==> src/rtl/ascii_number_entry_if.sv <==
// ascii_number_entry_if
//   Groups the two handshake channels of the number-entry block.
//   Character channel : ascii_in[11:0], ascii_valid (master -> slave),
//                       ascii_ready (slave -> master).
//   Number channel    : num_out[31:0], num_valid (slave -> master),
//                       num_ready (master -> slave).
//   master : keyboard/decoder side plus CPU consumer (testbench side).
//   slave  : the ascii_number_entry block.
interface ascii_number_entry_if;
    logic [11:0] ascii_in;
    logic        ascii_valid;
    logic        ascii_ready;
    logic [31:0] num_out;
    logic        num_valid;
    logic        num_ready;

    modport master (
        output ascii_in,
        output ascii_valid,
        input  ascii_ready,
        input  num_out,
        input  num_valid,
        output num_ready
    );

    modport slave (
        input  ascii_in,
        input  ascii_valid,
        output ascii_ready,
        output num_out,
        output num_valid,
        input  num_ready
    );
endinterface

==> src/rtl/ascii_number_entry.sv <==
// ascii_number_entry
//   Accumulates decimal ASCII digits into a 32-bit value with backspace,
//   escape and enter editing, and hands the committed number to a
//   consumer over a valid/ready handshake.
//
//   Ports:
//     clock        system clock, rising edge
//     resetn       asynchronous active-low reset
//     bus          ascii_number_entry_if.slave (character + number channels)
//     acc_live     running accumulator magnitude (display)
//     digit_count  digits currently entered
//     bad_char     one-cycle pulse, character rejected
//     overflow     one-cycle pulse, digit dropped at MAX_DIGITS
//
//   Build option: define ASCII_NEG_ENTRY_EN to accept a leading '-' and
//   commit the two's-complement negative of the entered magnitude.
module ascii_number_entry #(
    parameter int unsigned MAX_DIGITS = 9,
    parameter int unsigned CNT_W      = 4
) (
    input  logic                     clock,
    input  logic                     resetn,
    ascii_number_entry_if.slave      bus,
    output logic [31:0]              acc_live,
    output logic [CNT_W-1:0]         digit_count,
    output logic                     bad_char,
    output logic                     overflow
);

    typedef enum logic [1:0] {
        EMPTY = 2'd0,
        ENTRY = 2'd1,
        HOLD  = 2'd2
    } state_e;

    localparam logic [11:0] KEY_BS    = 12'd8;
    localparam logic [11:0] KEY_ENTER = 12'd13;
    localparam logic [11:0] KEY_ESC   = 12'd27;
    localparam logic [11:0] KEY_0     = 12'd48;
    localparam logic [11:0] KEY_9     = 12'd57;
`ifdef ASCII_NEG_ENTRY_EN
    localparam logic [11:0] KEY_MINUS = 12'd45;
`endif

    state_e             state_q, state_d;
    logic [31:0]        acc_q,   acc_d;
    logic [CNT_W-1:0]   cnt_q,   cnt_d;
    logic [31:0]        num_q,   num_d;
    logic               bad_q,   bad_d;
    logic               ovf_q,   ovf_d;
`ifdef ASCII_NEG_ENTRY_EN
    logic               neg_q,   neg_d;
`endif

    logic               ready;
    logic               take;
    logic               is_digit;
    logic [31:0]        digit_val;

    // Ready is gated by resetn so every output reads 0 while in reset.
    assign ready     = resetn && (state_q != HOLD);
    assign take      = bus.ascii_valid && ready;
    assign is_digit  = (bus.ascii_in >= KEY_0) && (bus.ascii_in <= KEY_9);
    // Codes 48..57 carry the digit value in their low nibble.
    assign digit_val = {28'd0, bus.ascii_in[3:0]};

    // State register
    always_ff @(posedge clock or negedge resetn) begin
        if (!resetn) begin
            state_q <= EMPTY;
            acc_q   <= '0;
            cnt_q   <= '0;
            num_q   <= '0;
            bad_q   <= 1'b0;
            ovf_q   <= 1'b0;
`ifdef ASCII_NEG_ENTRY_EN
            neg_q   <= 1'b0;
`endif
        end else begin
            state_q <= state_d;
            acc_q   <= acc_d;
            cnt_q   <= cnt_d;
            num_q   <= num_d;
            bad_q   <= bad_d;
            ovf_q   <= ovf_d;
`ifdef ASCII_NEG_ENTRY_EN
            neg_q   <= neg_d;
`endif
        end
    end

    // Next-state logic
    always_comb begin
        state_d = state_q;
        acc_d   = acc_q;
        cnt_d   = cnt_q;
        num_d   = num_q;
        bad_d   = 1'b0;
        ovf_d   = 1'b0;
`ifdef ASCII_NEG_ENTRY_EN
        neg_d   = neg_q;
`endif
        case (state_q)
            EMPTY, ENTRY: begin
                if (take) begin
                    if (is_digit) begin
                        if (cnt_q < CNT_W'(MAX_DIGITS)) begin
                            acc_d   = (acc_q * 32'd10) + digit_val;
                            cnt_d   = cnt_q + CNT_W'(1);
                            state_d = ENTRY;
                        end else begin
                            ovf_d = 1'b1;
                        end
                    end else if (bus.ascii_in == KEY_BS) begin
                        if (state_q == ENTRY) begin
                            acc_d = acc_q / 32'd10;
                            cnt_d = cnt_q - CNT_W'(1);
                            if (cnt_q == CNT_W'(1)) begin
                                state_d = EMPTY;
                            end
                        end else begin
`ifdef ASCII_NEG_ENTRY_EN
                            neg_d = 1'b0;
`endif
                        end
                    end else if (bus.ascii_in == KEY_ESC) begin
                        acc_d   = '0;
                        cnt_d   = '0;
                        state_d = EMPTY;
`ifdef ASCII_NEG_ENTRY_EN
                        neg_d   = 1'b0;
`endif
                    end else if (bus.ascii_in == KEY_ENTER) begin
                        if (state_q == ENTRY) begin
`ifdef ASCII_NEG_ENTRY_EN
                            num_d = neg_q ? (~acc_q + 32'd1) : acc_q;
`else
                            num_d = acc_q;
`endif
                            state_d = HOLD;
                        end else begin
                            bad_d = 1'b1;
                        end
`ifdef ASCII_NEG_ENTRY_EN
                    end else if (bus.ascii_in == KEY_MINUS) begin
                        if ((state_q == EMPTY) && !neg_q) begin
                            neg_d = 1'b1;
                        end else begin
                            bad_d = 1'b1;
                        end
`endif
                    end else begin
                        bad_d = 1'b1;
                    end
                end
            end
            HOLD: begin
                // acc_live keeps the committed magnitude until the consumer takes it.
                if (bus.num_ready) begin
                    acc_d   = '0;
                    cnt_d   = '0;
                    state_d = EMPTY;
`ifdef ASCII_NEG_ENTRY_EN
                    neg_d   = 1'b0;
`endif
                end
            end
            default: begin
                state_d = EMPTY;
                acc_d   = '0;
                cnt_d   = '0;
            end
        endcase
    end

    // Output logic
    always_comb begin
        bus.ascii_ready = ready;
        bus.num_valid   = (state_q == HOLD);
        bus.num_out     = num_q;
        acc_live        = acc_q;
        digit_count     = cnt_q;
        bad_char        = bad_q;
        overflow        = ovf_q;
    end

endmodule

==> src/flat_wrapper.sv <==
// flat-port wrapper written by rule: the top's interface ports become plain ports
module ascii_number_entry_flat 
#(
    parameter int unsigned MAX_DIGITS = 9,
    parameter int unsigned CNT_W      = 4
)
  (clock, resetn, acc_live, digit_count, bad_char, overflow, bus_ascii_in, bus_ascii_valid, bus_ascii_ready, bus_num_out, bus_num_valid, bus_num_ready);
  ascii_number_entry_if bus_i ();
  input  logic clock;
  input  logic resetn;
  output logic [31:0] acc_live;
  output logic [CNT_W-1:0] digit_count;
  output logic bad_char;
  output logic overflow;
  input wire logic [$bits(bus_i.ascii_in)-1:0] bus_ascii_in;
  input wire logic [$bits(bus_i.ascii_valid)-1:0] bus_ascii_valid;
  output wire logic [$bits(bus_i.ascii_ready)-1:0] bus_ascii_ready;
  output wire logic [$bits(bus_i.num_out)-1:0] bus_num_out;
  output wire logic [$bits(bus_i.num_valid)-1:0] bus_num_valid;
  input wire logic [$bits(bus_i.num_ready)-1:0] bus_num_ready;
  assign bus_i.ascii_in = bus_ascii_in;
  assign bus_i.ascii_valid = bus_ascii_valid;
  assign bus_ascii_ready = bus_i.ascii_ready;
  assign bus_num_out = bus_i.num_out;
  assign bus_num_valid = bus_i.num_valid;
  assign bus_i.num_ready = bus_num_ready;
  ascii_number_entry #(.MAX_DIGITS(MAX_DIGITS), .CNT_W(CNT_W)) u_core (.clock(clock), .resetn(resetn), .bus(bus_i), .acc_live(acc_live), .digit_count(digit_count), .bad_char(bad_char), .overflow(overflow));
endmodule
==> config.mk <==
export PLATFORM = sky130hd
export DESIGN_NAME = ascii_number_entry_flat
export DESIGN_NICKNAME = d
export VERILOG_FILES = /design/src/rtl/ascii_number_entry_if.sv /design/src/rtl/ascii_number_entry.sv /design/src/flat_wrapper.sv
export SDC_FILE = /design/constraint.sdc
export NUM_CORES = 1
export LEC_CHECK = 0
export BUFFER_PORTS_ARGS = -buffer_cell sky130_fd_sc_hd__buf_4
export CORE_MARGIN = 8
export CORE_UTILIZATION = 30
export DETAILED_ROUTE_END_ITERATION = 6
export SYNTH_ARGS = -nofsm -noshare
export SYNTH_HDL_FRONTEND = slang
export SYNTH_SLANG_ARGS = --single-unit
export TNS_END_PERCENT = 30
==> constraint.sdc <==
create_clock -name clock -period 12.7 [get_ports clock]
set_clock_uncertainty 0.2 [all_clocks]
set_input_delay 1.905 -clock clock [delete_from_list [all_inputs] [get_ports clock]]
set_output_delay 1.905 -clock clock [all_outputs]
set_load 0.005 [all_outputs]
==> flow_summary.ini <==
[yosys]
seq_area_frac_synth = 0.181
yosys-top-cells-area = dfrtp_1, ha_1, nand2_1
synth_top_area_share = 0.181
postSynth.asyncResetShare = 1.00
synthesis.nets = 1354
synth_edf_count = 0
synthesis.area_sq_um = 9950
synth_compound_area_frac = 0.332
synthAdderAreaFrac = 0.0827
synth_top_family_by_area = compound AO/OA/AOI/OAI gates
synthFlopType = dfrtp_1
yosys.cell_types.count = 109
synth-simple-area-share = 0.222
synthXorXnorAreaFrac = 0.0607
synthMuxAreaShare = 0.0605
synth_top_area_cell = dfrtp_1
ys_ff_latch = 72
syn_area_per_cell_sq_um = 7.81
synthCells = 1275
yosysWarnings = 0

[power]
ir_worst_vdd_mv = 0.0516
power_density_nw_per_um2 = 50.1
p_leak_nw = 4.91

[clocking]
cts.htree.levels = 3
cts_sinks = 72
cts_hold_buf = 0
numCtsBuffers = 9
path_clk_slew_ns = 0.07
tritoncts = built
cts_root_buf = clkbuf_16
clock_path_buffers = 2
clk_latency_ns = 0.35

[placement]
place_ws_ns = 0.193
hpwl_um = 21600
place_inst = 1734
placed_area_sq_um = 10900
routabilityCongestion = 0.913
portBuffers = 87

[sta]
holdWs_ns = 0.306
fmax_mhz = 83.9
hold_viol_final = 0
max_slew_margin = 0.402
slew_viol_final = 0
setup_viol = 0
fin_crit_ns = 11.92
fin_crit_sh = 0.939
setup_slack_ns = 0.778
tightest_slew_ns = 0.895

[run]
drv_cap = 0

[floorplanning]
dieWidth_um = 198
ios = 88
fp-row-count = 66
core_area_sq_um = 32600
die_h_um = 198
dieArea_sq_um = 39300
start_util = 0.305

[critical_path]
worstSetupPathType = flop to flop
path_max_fanout = 17
critPathLaunchType = flop
r2r-start = u_core.acc_live[30]
worstPathArrival_ns = 11.96
crit_slowest_cell = or4_1
end_kind = flop
cp.required_ns = 12.74
crit_start = u_core.acc_live[30]
cpPeakStageDelay_ns = 0.56

[global_routing]
grt_pass1_vias = 9608
grt_first_pass_wirelength_um = 49100
overflow = 0
grt_antenna_before_repair = 0
grt_max_degree = 60
grt_usage = 0.148

[cells_and_area]
fin_nets = 1387
diodes = 0
final_area_sq_um = 11400
instances_no_fill = 1755
drive_gt1_frac = 0.172
finalCoreUtilization = 0.348
area_delta_synth_final_pct = 14.1

[hold_path]
hp-class = flop to flop
hold_start = u_core.bus.num_out[20]

[drt]
first_iter_violations = 861
routedWlPerCell_um = 17.1
dr.pass1.iters = 5
viasPerCell = 5.86
drc_errors = 0
routed_wl_um = 29900
postRouteAntennaNets = 0
dr_total_vias = 10300

[outcome]
status = completed
==> power breakdown <==
group          total (mW)  switching (mW)  internal (mW)  leakage [nW]
logic              0.0190          0.0116        0.00745          3.73
registers           0.231         0.00128          0.230          1.00
clock network       0.319           0.122          0.197         0.176
total               0.569           0.134          0.434          4.91
==> cell usage after synthesis, types with 6 or more instances <==
library cell  number
o221ai_1          17
mux2i_1           17
nor2_1           105
nand3_1           35
a22oi_1           12
a221o_1            7
dfrtp_1           72
ha_1              61
o21bai_1          19
or2_2              7
o22ai_1           15
clkbuf_1          55
and3_1            17
a311oi_1           9
xor2_1            23
a221oi_1           7
nor4_1            13
o21ai_1           11
a2111oi_0          8
nand4_1           14
buf_2             24
nand2_1          113
and2_1            13
o31ai_1           10
a31oi_1           24
nor3_1            45
nor2b_1            7
a211oi_1          16
inv_1             45
o21ai_0           58
a32o_1             6
o211ai_1          15
xnor2_1           46
or4_1              6
a21oi_1           67
a21o_1            19
or3_1             10
mux2_2            36
o21a_1            14
nand2b_1          18
==> placed cells by master, fill, tap and decap left out, types with 8 or more instances in the layout <==
cell type / count
nand2_1: 113
o211ai_1: 15
dfrtp_1: 69
buf_4: 113
mux2_2: 36
or3_1: 10
nor3_1: 45
a22oi_1: 12
nor2_1: 105
o21ai_0: 58
clkbuf_16: 9
xor2_1: 23
a31oi_1: 24
a21oi_1: 65
mux2i_1: 17
ha_1: 61
xnor2_1: 46
o21a_1: 14
nand3_1: 35
a211oi_1: 16
o21bai_1: 19
o31ai_1: 10
a2111oi_0: 8
a311oi_1: 8
and3_1: 17
o22ai_1: 15
nor4_1: 12
o21ai_1: 11
inv_1: 45
and2_1: 13
nand4_1: 14
o221ai_1: 16
a21o_1: 19
nand2b_1: 18
==> sequential cells by signal (all words and copies together) (netlist names) <==
name / cells
u_core.state_q: 2
u_core.bus.num_out: 32
u_core.bad_char: 1
u_core.digit_count: 4
u_core.acc_live: 32
u_core.overflow: 1
==> through the flow <==
step | total power [mW] | TNS [ns]
6_report | 0.569 | 0
5_1_grt | 0.589 | -0.0136
4_1_cts | 0.580 | 0
3_5_place_dp | 0.255 | 0
3_3_place_gp | 0.255 | 0
2_1_floorplan | 0.241 | 0
==> final cells by class <==
type | count | area, sq um
clock buffer | 9 | 225
timing repair buffer | 113 | 848
tap | 442 | 553
multi-input combinational | 1063 | 7600
clock inverter | 7 | 133
sequential | 72 | 1810
fill | 3407 | 21300
inverter | 49 | 184
==> timing repair <==
action,4_1_cts,5_1_grt
resized for setup,0,11
endpoints found under the setup margin,0,4
setup buffers,0,5
==> path summary, 6_finish.rpt <==
| check | end | slack (ns) | depth (start not counted) |
|---|---|---|---|
| worst max-delay path | u_core.acc_live[1] | 0.78 | 38 |
| max in group asynchronous | u_core.acc_live[28] | 9.92 | 2 |
| worst min register to register | u_core.bus.num_out[20] | 0.31 | 1 |
| min in group asynchronous | u_core.bus.num_out[9] | 1.22 | 1 |
| worst min-delay path | u_core.bus.num_out[20] | 0.31 | 1 |
| worst max register to register | u_core.acc_live[1] | 0.78 | 38 |
==> critical path: cells and delay by family, from the launching register on <==
family	cells	cell delay, ns
flops	1	0.50
buf+inv	2	0.40
simple gates	12	3.71
mux	3	0.69
compound gates	20	6.04
xor+xnor	1	0.24
==> metal layers <==
metal  vias up  GRT usage  wire (um)
met1      4942      0.197      13800
met4         0     0.0415        463
met3        44     0.0258       1490
met2       340      0.244      14200
met5         -          0          0
li1       4961          -          -
==> kinds of logic after synthesis <==
kind of cell | after synthesis
xor gates and xnor gates | 69
and+or+nand+nor | 438
muxes | 55
adders and majority gates | 65
AOI/OAI and AO/OA | 436
buffers and inverters | 140
DFF | 72
Power figures use the tool's default switching activity.
